File: src/rtl/rf_pkg.sv
// rtl/rf_pkg.sv - shared register-file constants, FSM states and requester indices
package rf_pkg;
  localparam int REG_ADDR_W = 5;
  localparam int REG_DATA_W = 32;
  localparam int REG_COUNT  = 32;
  localparam int ZERO_REG   = 0;

  typedef enum logic {
    ST_SERVE,
    ST_CLEAR
  } wb_state_e;

  localparam int REQ_ALU = 0;
  localparam int REQ_MEM = 1;
endpackage

File: src/rtl/rf_wb_arbiter_rr_arb2.sv
// rtl/rf_wb_arbiter_rr_arb2.sv - two-way round-robin grant with pointer register
module rr_arb2
  import rf_pkg::*;
#(
  parameter int PRIO_INIT = 0
) (
  input  logic       clk,
  input  logic       rst,
  input  logic       en,
  input  logic       force_off,
  input  logic [1:0] req,
  output logic [1:0] gnt
);

  logic rr;

  always_comb begin
    gnt = 2'b00;
    if (en && !force_off) begin
      if (req == 2'b11) gnt = rr ? 2'b10 : 2'b01;
      else              gnt = req;
    end
  end

  // Pointer moves to the loser after every grant, even with a lone requester.
  always_ff @(posedge clk) begin
    if (rst)                  rr <= 1'(PRIO_INIT);
    else if (gnt[REQ_ALU])    rr <= 1'(REQ_MEM);
    else if (gnt[REQ_MEM])    rr <= 1'(REQ_ALU);
  end

endmodule

File: src/rtl/rf_wb_arbiter.sv
// rtl/rf_wb_arbiter.sv - register-file write port arbiter with r1..r31 clear sequencer
module rf_wb_arbiter
  import rf_pkg::*;
#(
  parameter int ADDR_W    = REG_ADDR_W,
  parameter int DATA_W    = REG_DATA_W,
  parameter int NUM_REGS  = REG_COUNT,
  parameter int PRIO_INIT = 0
) (
  input  logic              clk,
  input  logic              rst,
  input  logic              alu_valid,
  input  logic [ADDR_W-1:0] alu_addr,
  input  logic [DATA_W-1:0] alu_data,
  output logic              alu_ready,
  input  logic              mem_valid,
  input  logic [ADDR_W-1:0] mem_addr,
  input  logic [DATA_W-1:0] mem_data,
  output logic              mem_ready,
  input  logic              clr_req,
  output logic              busy_o,
  output logic              clr_done_o,
  output logic              wr_en_o,
  output logic [ADDR_W-1:0] wr_addr_o,
  output logic [DATA_W-1:0] wr_data_o
);

  localparam logic [ADDR_W-1:0] LAST_ADDR = ADDR_W'(NUM_REGS - 1);
  localparam logic [ADDR_W-1:0] ZERO_ADDR = ADDR_W'(ZERO_REG);

  wb_state_e         state, state_d;
  logic [ADDR_W-1:0] cnt, cnt_d;
  logic              wr_en_d, clr_done_d;
  logic [ADDR_W-1:0] wr_addr_d;
  logic [DATA_W-1:0] wr_data_d;
  logic [1:0]        gnt;

  rr_arb2 #(.PRIO_INIT(PRIO_INIT)) u_arb (
    .clk       (clk),
    .rst       (rst),
    .en        (state == ST_SERVE),
    .force_off (clr_req | rst),
    .req       ({mem_valid, alu_valid}),
    .gnt       (gnt)
  );

  assign alu_ready = gnt[REQ_ALU];
  assign mem_ready = gnt[REQ_MEM];
  assign busy_o    = (state == ST_CLEAR) | clr_done_o;

  always_comb begin
    state_d    = state;
    cnt_d      = cnt;
    wr_en_d    = 1'b0;
    wr_addr_d  = wr_addr_o;
    wr_data_d  = wr_data_o;
    clr_done_d = 1'b0;
    case (state)
      ST_SERVE: begin
        if (clr_req) begin
          state_d = ST_CLEAR;
          cnt_d   = ADDR_W'(1);
        end else if (gnt[REQ_ALU]) begin
          // r0 writes complete the handshake but never reach the file
          wr_en_d   = (alu_addr != ZERO_ADDR);
          wr_addr_d = alu_addr;
          wr_data_d = alu_data;
        end else if (gnt[REQ_MEM]) begin
          wr_en_d   = (mem_addr != ZERO_ADDR);
          wr_addr_d = mem_addr;
          wr_data_d = mem_data;
        end
      end
      ST_CLEAR: begin
        wr_en_d   = 1'b1;
        wr_addr_d = cnt;
        wr_data_d = '0;
        cnt_d     = cnt + ADDR_W'(1);
        if (cnt == LAST_ADDR) begin
          clr_done_d = 1'b1;
          state_d    = ST_SERVE;
          cnt_d      = '0;
        end
      end
    endcase
  end

  always_ff @(posedge clk) begin
    if (rst) begin
      state      <= ST_SERVE;
      cnt        <= '0;
      wr_en_o    <= 1'b0;
      wr_addr_o  <= '0;
      wr_data_o  <= '0;
      clr_done_o <= 1'b0;
    end else begin
      state      <= state_d;
      cnt        <= cnt_d;
      wr_en_o    <= wr_en_d;
      wr_addr_o  <= wr_addr_d;
      wr_data_o  <= wr_data_d;
      clr_done_o <= clr_done_d;
    end
  end

endmodule

File: config.mk
export PLATFORM = sky130hd
export DESIGN_NAME = rf_wb_arbiter
export DESIGN_NICKNAME = d
export VERILOG_FILES = /design/src/rtl/rf_pkg.sv /design/src/rtl/rf_wb_arbiter_rr_arb2.sv /design/src/rtl/rf_wb_arbiter.sv
export SDC_FILE = /design/constraint.sdc
export NUM_CORES = 1
export LEC_CHECK = 0
export ABC_AREA = 1
export BUFFER_PORTS_ARGS = -buffer_cell sky130_fd_sc_hd__buf_2
export CORE_AREA = 2 2 79 81
export CTS_CLUSTER_DIAMETER = 100
export DETAILED_ROUTE_END_ITERATION = 8
export DIE_AREA = 0 0 81 83
export PLACE_DENSITY = 0.81
export SYNTH_ARGS = -nofsm -noshare
export SYNTH_HDL_FRONTEND = slang
export SYNTH_SLANG_ARGS = --single-unit
File: constraint.sdc
create_clock -name clk -period 1.45 [get_ports clk]
set_clock_uncertainty 0.05 [all_clocks]
set_input_delay 0.2175 -clock clk [delete_from_list [all_inputs] [get_ports clk]]
set_output_delay 0.2175 -clock clk [all_outputs]
set_load 0.03 [all_outputs]
==> results.md <==
Run status:
- The run finished, with violations left.
- The checks that failed: setup timing.

Layout:
- The ratio of cells with drive above 1 in the final layout is 37.1%.
- The number of antenna cells inserted is 0.
- For this run, the post-layout net count is 580.
- Leaving out filler cells and counting taps, the final layout contains 574.
- The layout has 553 filler cells.
- The library cell used most frequently in the layout, excluding fill and tap cells, is nor2_1.
- In the layout the commonest cells are 134 x nor2_1, 117 x buf_2, 43 x dfxtp_1.
- The area added between synthesis and finish is 48.3%.

STA:
- In the post-route analysis, the smallest setup slack over all paths is -80.6 ps.
- The final number of hold-violating endpoints is 0.
- Setup violations remaining at the end of the flow were counted as 37.
- Headroom to the max-slew limit came out at 74.0%.
- Setup repair after global routing could not meet its margin everywhere.
- Summed over all failing endpoints, the final setup total negative slack is -1230 ps.
- The final critical path time including I/O delays and setup is 1530 ps.
- At the pin with the least slew margin, the transition time is 390 ps.
- Of the available clock period, the critical path in the final layout requires 106%.
- The final-report max-slew violation count was 0.
- Derived from the worst setup path, the maximum achievable clock frequency is 0.653 GHz.

Logic synthesis:
- The register bit count reported by yosys is 46.
- The cell area after synthesis is 0.00235 mm².
- Counting every net in the synthesized netlist gives 446.
- The synthesized design contains 0 enable-type register cells.
- After synthesis, the netlist uses 25 different library cells.
- The portion of the post-synthesis area used by sequential elements is 39.1%.
- Yosys printed 0 warnings.
- Counting every instance in the synthesized netlist gives 364.
- The synthesized area per cell is 6.47 µm².
- The post-synthesis async set-or-reset flop share is 0%.
- For this run, the leading register cell type out of synthesis is dfxtp_1.

Worst setup path:
- The largest fanout of any net on the critical path is 4.
- Walking the worst path, the cells encountered are nor2_4, nand2_4, nor2_4, buf_8, buf_6.
- The capturing element type of the critical path is a primary output.
- The worst flop-to-flop path endpoint is wr_data_o[26].
- The category of the most critical setup path is flop to primary output.
- The required time at the endpoint of the critical path is 1180 ps.
- STA puts the critical path data arrival time at 1260 ps.
- The register-to-register path setup slack is -70 ps.
- Counting buffers and inverters, the worst setup path is 5 cells deep.
- The cell depth of the worst flop-to-flop path is 9.
- The biggest cell delay along the critical path is 370 ps.
- The capturing element of the worst setup path is alu_ready.
- The number of buffers and inverters on the critical path is 2.
- The startpoint identified for the worst register-to-register timing path is state.
- The slowest stage cell on the critical path is dfxtp_4.
- Grouping stages by cell kind, the critical path spends the most delay in flip-flops.
- STA classifies the critical path startpoint as a flop.
- The most critical setup path has its startpoint at state.
- By instance count, the cell type seen most on the critical path is nor2_4.

Drt:
- The detailed router finished its first iteration with 166 violations.
- The pre-antenna-repair detailed-routing pass consisted of 4 iterations.
- The detailed-route DRC error count is 0.
- In the final routed layout, each cell accounts on average for 12.8 µm.
- The number of nets with antenna violations after detailed routing is 0.
- The routed via count divided by cell count is 4.85.
- The final layout contains routed wiring with a total length of 7330 µm.
- The detailed-route via count is 2,786.

Floorplanning:
- The area of the placeable core is 0.00582 mm².
- The die area is 0.00672 mm².
- Once the floorplan was initialized, standard cells occupied 40.5% of the core.
- Pin placement for this block handled 121 I/O pins.
- The number of cell rows is 28.
- The die width is 81 µm.
- The floorplan step set the die height to 83 µm.

Global routing:
- Global routing finished with a remaining overflow of 0.
- The aggregate global-route resource usage is 20.4%.
- The via count of the first global-routing pass was 2,559.
- The first global-routing pass estimated 11,000 µm of wire.
- Entering global routing, the biggest net connects 42 pins.
- The number of antenna violations at the first check in global routing was 0.

Clock tree:
- The clock root buffer is clkbuf_8.
- The number of buffers created by CTS is 5.
- For this design, the sink count on the clock tree is 46.
- The clock latency on the worst-skew pair is 300 ps.
- The largest buffer count on any clock path is 2.
- TritonCTS built the clock tree.
- The H-tree depth is 2.
- Clock-pin slew was measured on the worst setup and hold paths at 90 ps.

Placement:
- The number of input and output port buffers inserted is 120.
- The wire-length estimate of the detail-placed layout is 4910 µm.
- Once placement completed, the tool counted placed cells totaling 554.
- At the end of routability-driven placement, the weighted congestion stood at 0.804.

Min path:
- The tightest min-delay check is of the input port to flop type.
- The worst hold path begins at rst.

Power and ir drop:
- Across the VDD grid, the largest voltage drop is 0.000616 V.
- In this run the static leakage power is 0.00180 µW.
- The total power density per cell area is 928 mW/mm².

Run:
- Max-cap violations in this run came to 0.
-- kinds of logic after synthesis --
logic type | synth area share (%)
buffers and inverters | 8.03
XOR/XNOR | 0.372
AO/OA/AOI/OAI | 17.0
adder cells (fa/ha/maj) | 1.60
AND/OR/NAND/NOR | 33.9
flip-flops | 39.1
-- report_power, final --
group          total, µW  internal [µW]  switching [µW]
registers           1440           1380            61.0
clock network        775            341             434
logic               1030            408             618
total               3240           2120            1110
-- worst min-delay path by stage --
stage	to	slack, ps	cells past startpoint
after global routing	wr_addr_o[3]	150	2
after CTS	wr_addr_o[3]	130	2
after detailed placement	u_arb.rr	430	2
after global placement	u_arb.rr	430	2
final	cnt[0]	150	2
after floorplan	wr_addr_o[3]	240	1
-- cell type report --
| type | instances | area [µm²] | share of cell area [%] |
|---|---|---|---|
| flip-flops and latches | 46 | 927 | 26.6 |
| inverters | 20 | 75.1 | 2.15 |
| multi-input cells | 277 | 1310 | 37.6 |
| clock buffers | 6 | 72.6 | 2.08 |
| repair buffers | 148 | 997 | 28.6 |
| clock inverters | 2 | 13.8 | 0.394 |
| well taps | 75 | 93.8 | 2.69 |
-- state kept, by name (all words and copies together), names as in the netlist --
| signal | flops |
|---|---|
| wr_en_o | 1 |
| u_arb.rr | 1 |
| wr_addr_o | 5 |
| cnt | 5 |
| wr_data_o | 32 |
| clr_done_o | 1 |
| state | 1 |
-- routing by layer --
metal  routed length, µm  global-route usage (%)  vias up
met5                   0                       0        -
met4                  97                    5.70        0
met3                 434                    3.91       10
met2                3550                    36.5       92
met1                3250                    24.2     1254
li1                    -                       -     1430
-- cell usage after synthesis (3+ instances only) --
master / count / share of area, %
nor2_1: 136 / 22
inv_1: 18 / 2.9
o21ai_0: 53 / 11
nor2_4: 3 / 1.4
nand3_1: 12 / 2.6
a21oi_1: 5 / 1.1
buf_4: 5 / 1.6
nand2_1: 37 / 5.9
ha_1: 3 / 1.6
buf_2: 7 / 1.5
dfxtp_1: 46 / 39
o21ai_1: 14 / 3.0
clkbuf_1: 8 / 1.3
-- through the flow --
stage	utilization (%)	hold slack [ps]	setup WS (ps)	power [µW]	area, µm²
after floorplan	-	240	-20.1	2030	2370
after global placement	53.7	426	40.9	2350	3120
after detailed placement	53.7	433	-14.9	2370	3120
after CTS	56.6	131	-50.5	3160	3290
after global routing	60.0	150	-148	3420	3490
final	60.0	150	-80.6	3240	3490
-- timing repair --
action | CTS | global route
resized for setup | 21 | 34
hold buffers | 0 | 0
setup buffers | 4 | 3
pin swaps | 2 | 35
endpoints found under the setup margin | 18 | 42
cloned | 0 | 5
Note: power is estimated with default switching activity, not from simulation.
